[config.mk]
export PLATFORM = sky130hd
export DESIGN_NAME = sram_axi_bridge
export DESIGN_NICKNAME = d
export VERILOG_FILES = /design/src/rtl/sram_axi_bridge.sv
export SDC_FILE = /design/constraint.sdc
export NUM_CORES = 1
export LEC_CHECK = 0
export BUFFER_PORTS_ARGS = -buffer_cell sky130_fd_sc_hd__buf_2
export CAP_MARGIN = 0
export CORE_AREA = 8 8 121 123
export DETAILED_ROUTE_END_ITERATION = 10
export DIE_AREA = 0 0 129 131
export PLACE_DENSITY_LB_ADDON = 0.15
export SYNTH_ARGS = -nofsm -noshare
export SYNTH_HDL_FRONTEND = slang
export SYNTH_SLANG_ARGS = --single-unit
export TNS_END_PERCENT = 10
[constraint.sdc]
create_clock -name clk -period 12.5 [get_ports clk]
set_clock_uncertainty 0.2 [all_clocks]
set_input_delay 3.125 -clock clk [delete_from_list [all_inputs] [get_ports clk]]
set_output_delay 3.125 -clock clk [all_outputs]
set_load 0.01 [all_outputs]
[src/rtl/sram_axi_bridge.sv]
// sram_axi_bridge
//   Bridges the CPU's instruction-fetch and data SRAM-like ports onto one
//   single-beat AXI3 master. Reads from both sides share the AR channel and
//   are tagged by ID (0 = fetch, 1 = data). Responses are steered back to the
//   originating side by RID. Stores use the AW/W/B channels.
//   At most one fetch and one data access can be outstanding at a time.
//
// Ports
//   clk, reset               clock, asynchronous active-high reset
//   inst_sram_*              fetch side: req/size/addr in, addr_ok/data_ok/rdata out
//   data_sram_*              data side: req/wr/size/addr/wstrb/wdata in,
//                            addr_ok/data_ok/rdata out
//   arid/araddr/arsize/arvalid/arready   AXI read address channel
//   rid/rdata/rvalid/rready              AXI read data channel (rresp ignored)
//   awaddr/awsize/awvalid/awready        AXI write address channel
//   wdata/wstrb/wvalid/wready            AXI write data channel
//   bvalid/bready                        AXI write response channel
module sram_axi_bridge (
    input  logic        clk,
    input  logic        reset,
    input  logic        inst_sram_req,
    input  logic [1:0]  inst_sram_size,
    input  logic [31:0] inst_sram_addr,
    output logic        inst_sram_addr_ok,
    output logic        inst_sram_data_ok,
    output logic [31:0] inst_sram_rdata,
    input  logic        data_sram_req,
    input  logic        data_sram_wr,
    input  logic [1:0]  data_sram_size,
    input  logic [31:0] data_sram_addr,
    input  logic [3:0]  data_sram_wstrb,
    input  logic [31:0] data_sram_wdata,
    output logic        data_sram_addr_ok,
    output logic        data_sram_data_ok,
    output logic [31:0] data_sram_rdata,
    output logic [3:0]  arid,
    output logic [31:0] araddr,
    output logic [2:0]  arsize,
    output logic        arvalid,
    input  logic        arready,
    input  logic [3:0]  rid,
    input  logic [31:0] rdata,
    input  logic        rvalid,
    output logic        rready,
    output logic [31:0] awaddr,
    output logic [2:0]  awsize,
    output logic        awvalid,
    input  logic        awready,
    output logic [31:0] wdata,
    output logic [3:0]  wstrb,
    output logic        wvalid,
    input  logic        wready,
    input  logic        bvalid,
    output logic        bready
);

    typedef enum logic {R_IDLE, R_AR} r_state_t;
    typedef enum logic [1:0] {W_IDLE, W_SEND, W_RESP} w_state_t;

    r_state_t r_state, r_state_next;
    w_state_t w_state, w_state_next;

    logic inst_busy, data_busy;
    logic rd_data_accept, rd_inst_accept, wr_accept;
    logic inst_resp, data_rresp, data_bresp;
    logic aw_done, w_done;

    assign aw_done = awvalid & awready;
    assign w_done  = wvalid & wready;

    // Read responses are only honoured while the matching request is
    // outstanding, so stale beats after a reset are dropped. A store in
    // flight keeps the write FSM busy, which excludes a misrouted RID 1.
    assign inst_resp  = rvalid & (rid == 4'd0) & inst_busy;
    assign data_rresp = rvalid & (rid == 4'd1) & data_busy & (w_state == W_IDLE);

    // Read FSM: loads take priority over fetches.
    // NOTE: every signal written here gets a default first; a missing
    // assignment on any path would otherwise infer a latch.
    always_comb begin
        r_state_next   = r_state;
        rd_data_accept = 1'b0;
        rd_inst_accept = 1'b0;
        case (r_state)
            R_IDLE: begin
                if (data_sram_req && !data_sram_wr && !data_busy) begin
                    rd_data_accept = 1'b1;
                    r_state_next   = R_AR;
                end else if (inst_sram_req && !inst_busy) begin
                    rd_inst_accept = 1'b1;
                    r_state_next   = R_AR;
                end
            end
            R_AR:    if (arready) r_state_next = R_IDLE;
            default: r_state_next = R_IDLE;
        endcase
    end

    // Write FSM: a store yields to a load accepted in the same cycle.
    always_comb begin
        w_state_next = w_state;
        wr_accept    = 1'b0;
        data_bresp   = 1'b0;
        case (w_state)
            W_IDLE: begin
                if (data_sram_req && data_sram_wr && !data_busy && !rd_data_accept) begin
                    wr_accept    = 1'b1;
                    w_state_next = W_SEND;
                end
            end
            W_SEND: begin
                // Each channel counts as done if it handshakes now or already has.
                if ((aw_done || !awvalid) && (w_done || !wvalid))
                    w_state_next = W_RESP;
            end
            W_RESP: begin
                if (bvalid) begin
                    data_bresp   = 1'b1;
                    w_state_next = W_IDLE;
                end
            end
            default: w_state_next = W_IDLE;
        endcase
    end

    // NOTE: sequential state uses non-blocking assignments so every flop
    // samples pre-edge values regardless of block evaluation order.
    always_ff @(posedge clk or posedge reset) begin
        if (reset) begin
            r_state <= R_IDLE;
            w_state <= W_IDLE;
        end else begin
            r_state <= r_state_next;
            w_state <= w_state_next;
        end
    end

    always_ff @(posedge clk or posedge reset) begin
        if (reset) begin
            arid   <= 4'd0;
            araddr <= 32'd0;
            arsize <= 3'd0;
        end else if (rd_data_accept) begin
            arid   <= 4'd1;
            araddr <= data_sram_addr;
            arsize <= {1'b0, data_sram_size};
        end else if (rd_inst_accept) begin
            arid   <= 4'd0;
            araddr <= inst_sram_addr;
            arsize <= {1'b0, inst_sram_size};
        end
    end

    always_ff @(posedge clk or posedge reset) begin
        if (reset) begin
            awaddr  <= 32'd0;
            awsize  <= 3'd0;
            wdata   <= 32'd0;
            wstrb   <= 4'd0;
            awvalid <= 1'b0;
            wvalid  <= 1'b0;
        end else if (wr_accept) begin
            awaddr  <= data_sram_addr;
            awsize  <= {1'b0, data_sram_size};
            wdata   <= data_sram_wdata;
            wstrb   <= data_sram_wstrb;
            awvalid <= 1'b1;
            wvalid  <= 1'b1;
        end else begin
            if (aw_done) awvalid <= 1'b0;
            if (w_done)  wvalid  <= 1'b0;
        end
    end

    // Set wins over clear: a response and a new accept in the same cycle
    // leaves the side busy with the new request.
    always_ff @(posedge clk or posedge reset) begin
        if (reset) begin
            inst_busy <= 1'b0;
            data_busy <= 1'b0;
        end else begin
            if (rd_inst_accept)  inst_busy <= 1'b1;
            else if (inst_resp)  inst_busy <= 1'b0;
            if (rd_data_accept || wr_accept)     data_busy <= 1'b1;
            else if (data_rresp || data_bresp)   data_busy <= 1'b0;
        end
    end

    assign arvalid = (r_state == R_AR);
    assign bready  = (w_state == W_RESP);
    assign rready  = ~reset;

    assign inst_sram_addr_ok = rd_inst_accept & ~reset;
    assign data_sram_addr_ok = (rd_data_accept | wr_accept) & ~reset;
    assign inst_sram_data_ok = inst_resp & ~reset;
    assign data_sram_data_ok = (data_rresp | data_bresp) & ~reset;
    assign inst_sram_rdata   = rdata;
    assign data_sram_rdata   = rdata;

endmodule
==> impl_metrics.json <==
{
  "cellLeakagePower_uw": 0.00312,
  "intPower_uw": 1020,
  "power_switching_share": 0.335,
  "grt_start_max_net_pins": 67,
  "worstSetupStartpointType": "primary input",
  "hold_fix_buffers_cts": 0,
  "cts_tree": "built",
  "insertedDiodeCount": 0,
  "synth.top_cells.by_area": "sky130_fd_sc_hd__dfrtp_1 (56%), sky130_fd_sc_hd__mux2_2 (16%), sky130_fd_sc_hd__buf_4 (10%), sky130_fd_sc_hd__a221o_1 (6.8%), sky130_fd_sc_hd__and2_1 (4.2%)",
  "worstPathRequired_ns": 9.17,
  "ff_latch_area_sq_mm": 0.00280,
  "reg2reg_slack_ns": 10.01,
  "yosys_register_bits": 112,
  "synth-warning-count": 0,
  "final_stage_net_count": 688,
  "clk_pin_slew_ns": 0.07,
  "netlist-cell-type-count": 29,
  "detail-route-antenna-nets": 0,
  "crit_arrival_ns": 4.59,
  "min_from": "wdata[30]",
  "r2r-end": "awaddr[1]",
  "setup_repair_after_global_routing_missed_its_margin": "no",
  "maxClockFrequency_mhz": 126,
  "ctsResizeCount": 0,
  "layout.cells.most_common": "sky130_fd_sc_hd__buf_2",
  "power.combinational.fraction": 0.381,
  "first_global_vias": 3932,
  "groute.usage.overall": 0.173,
  "wire_length_of_the_first_global_routing_pass_um": 21900,
  "critical_path_sink_type": "output port",
  "syn_area_per_cell_sq_um": 13.4,
  "clkPwrFrac": 0.206,
  "cell_count_after_synthesis": 375,
  "period_minus_slack_ns": 7.91,
  "cts-buffers-inserted": 9,
  "finalNonFillerCells": 719,
  "syn_to_final_growth_pct": 22.8,
  "n_fill_cell": 1205,
  "setup_cp_type": "in2out",
  "finalCoreUtilization": 0.478,
  "whs_ns": 0.303,
  "power_per_cell_area_mw_per_mm2": 250,
  "yosysSeqAreaShare": 0.559,
  "tightestPinTransition_ns": 1.12,
  "core.rowCount": 42,
  "detailed_placement_wirelength_estimate_um": 11300,
  "maxCapViolations": 0,
  "synth_top_area_frac": 0.559,
  "seq_power_share": 0.413,
  "postCtsSetupRepairBufs": 0,
  "drt-wirelength-per-cell_um": 20.8,
  "total_switching_power_uw": 516,
  "global_placer_s_final_weighted_congestion": 0.763,
  "ir_drop_v": 0.0000903,
  "clkSinkCount": 112,
  "max_slew_margin_vs_limit": 0.256,
  "fp.coreArea_sq_mm": 0.0129,
  "slew_viol_final": 0,
  "buffer_ports.inserted": 231,
  "status": "completed",
  "placed_cells_incl_taps": 703,
  "clock_path_buffers": 2,
  "min_period_over_period": 0.633,
  "timing.critical_path.fanout_max": 30,
  "multi_input_area_sq_mm": 0.00161,
  "dr_total_vias": 3483,
  "r2r-start": "w_state[0]",
  "starting_utilization_of_the_core_area": 0.389,
  "layout_common_cells": "sky130_fd_sc_hd__buf_2 (231), sky130_fd_sc_hd__dfrtp_1 (112), sky130_fd_sc_hd__mux2_2 (70)",
  "timing_hold_violations_final": 0,
  "totalNegativeSetupSlack_ns": 0,
  "drc": 0,
  "htree_levels": 3,
  "detail_route.first_pass.iterations": 4,
  "full_die_area_sq_mm": 0.0169,
  "die_width_um": 129,
  "grt_overflow_total": 0,
  "reg2regPathDepth": 3,
  "final_setup_violation_count": 0,
  "routed_wl_um": 15000,
  "syn_area_sq_mm": 0.00501,
  "die_height_um": 131,
  "yosys.area.top_type": "sky130_fd_sc_hd__dfrtp_1",
  "worst_skew_pair.late_latency_ns": 0.34,
  "min_delay_path_depth": 1,
  "hold_end": "wdata[30]",
  "routed_via_density": 4.84,
  "worst_hold_check_path_type": "reg2reg",
  "antenna_violations_before_repair": 1,
  "drive_gt1_frac": 0.599,
  "io-pin-count": 333,
  "dr.first_iter.drc_count": 76,
  "clk_root_buffer_cell": "sky130_fd_sc_hd__clkbuf_16"
}
[flip-flops by register name, indices dropped and copies added, names as in the netlist]
name,flops
arid,1
awsize,2
arsize,2
araddr,32
wvalid,1
inst_busy,1
wstrb,4
arvalid,1
w_state,2
data_busy,1
wdata,32
awvalid,1
awaddr,32
[critical path, cell delays in order]
cell and delay (ns):
sky130_fd_sc_hd__buf_2 0.09, sky130_fd_sc_hd__nor2b_1 0.18, sky130_fd_sc_hd__nand3_2 0.66, sky130_fd_sc_hd__a21oi_1 0.36, sky130_fd_sc_hd__buf_2 0.17
[how the worst max path moves through the flow]
stage / from / end / slack (ns) / cells after the start
after floorplan: reset / inst_sram_data_ok / 3.19 / 2
after global placement: data_sram_req / data_sram_addr_ok / 4.58 / 5
after detailed placement: data_sram_req / data_sram_addr_ok / 4.53 / 5
after CTS: data_sram_req / data_sram_addr_ok / 4.52 / 5
after global routing: data_sram_req / data_sram_addr_ok / 4.42 / 5
final: data_sram_req / data_sram_addr_ok / 4.59 / 5
[stage by stage]
stage	total power, uW	setup slack (ns)	area [sq um]
global route	1640	4.42	6160
global placement	1230	4.58	5830
CTS	1570	4.52	6160
finish	1540	4.59	6160
detailed placement	1240	4.53	5830
floorplan	985	3.19	5030
[cell families (layout without fill, tap and decap cells)]
family                 after synthesis  after routing  synth area share
buffers and inverters               90            254             0.126
other                                1              5          0.000748
AO/OA/AOI/OAI                       43             43            0.0829
flip-flops                         112            112             0.559
multiplexers                        70             70             0.157
AND/OR/NAND/NOR                     59             59            0.0742
[power groups by stage]
stage	clock, uW	combinational [uW]	sequential [uW]
6_report	317	585	635
3_5_place_dp	0	603	639
3_3_place_gp	0	598	632
2_1_floorplan	0	271	714
4_1_cts	329	603	636
5_1_grt	340	638	659
[Yosys cell counts, drive strengths merged]
| master | count |
|---|---|
| nand2b | 4 |
| nor2 | 1 |
| a311o | 1 |
| o21ai | 2 |
| inv | 4 |
| and2 | 34 |
| nor4 | 1 |
| a31oi | 1 |
| and3 | 2 |
| nand2 | 7 |
| mux2 | 70 |
| nand4 | 1 |
| o21bai | 1 |
| buf | 80 |
| a21oi | 2 |
| nor2b | 3 |
| dfrtp | 112 |
| nand3 | 2 |
| a221o | 34 |
| nor3b | 1 |
| a21o | 1 |
| nor4b | 2 |
| clkbuf | 6 |
| o2bb2ai | 1 |
| nor3 | 1 |
| conb | 1 |
[per-layer routing]
metal	share of wire	wire length (um)	vias up	GRT usage
met5	0.00087	13	-	0.00617
met4	0.031	460	2	0.0871
met3	0.11	1720	37	0.0804
met2	0.52	7810	176	0.309
met1	0.33	4980	1696	0.164
li1	-	-	1572	-
[final cells by class]
cell class              count  area share
flip-flops and latches    112       0.455
multi-input cells         177       0.261
well taps                 176      0.0358
clock inverters             4      0.0120
inverters                   4     0.00285
clock buffers              12      0.0417
repair buffers            234       0.191
Power figures use the tool's default switching activity.
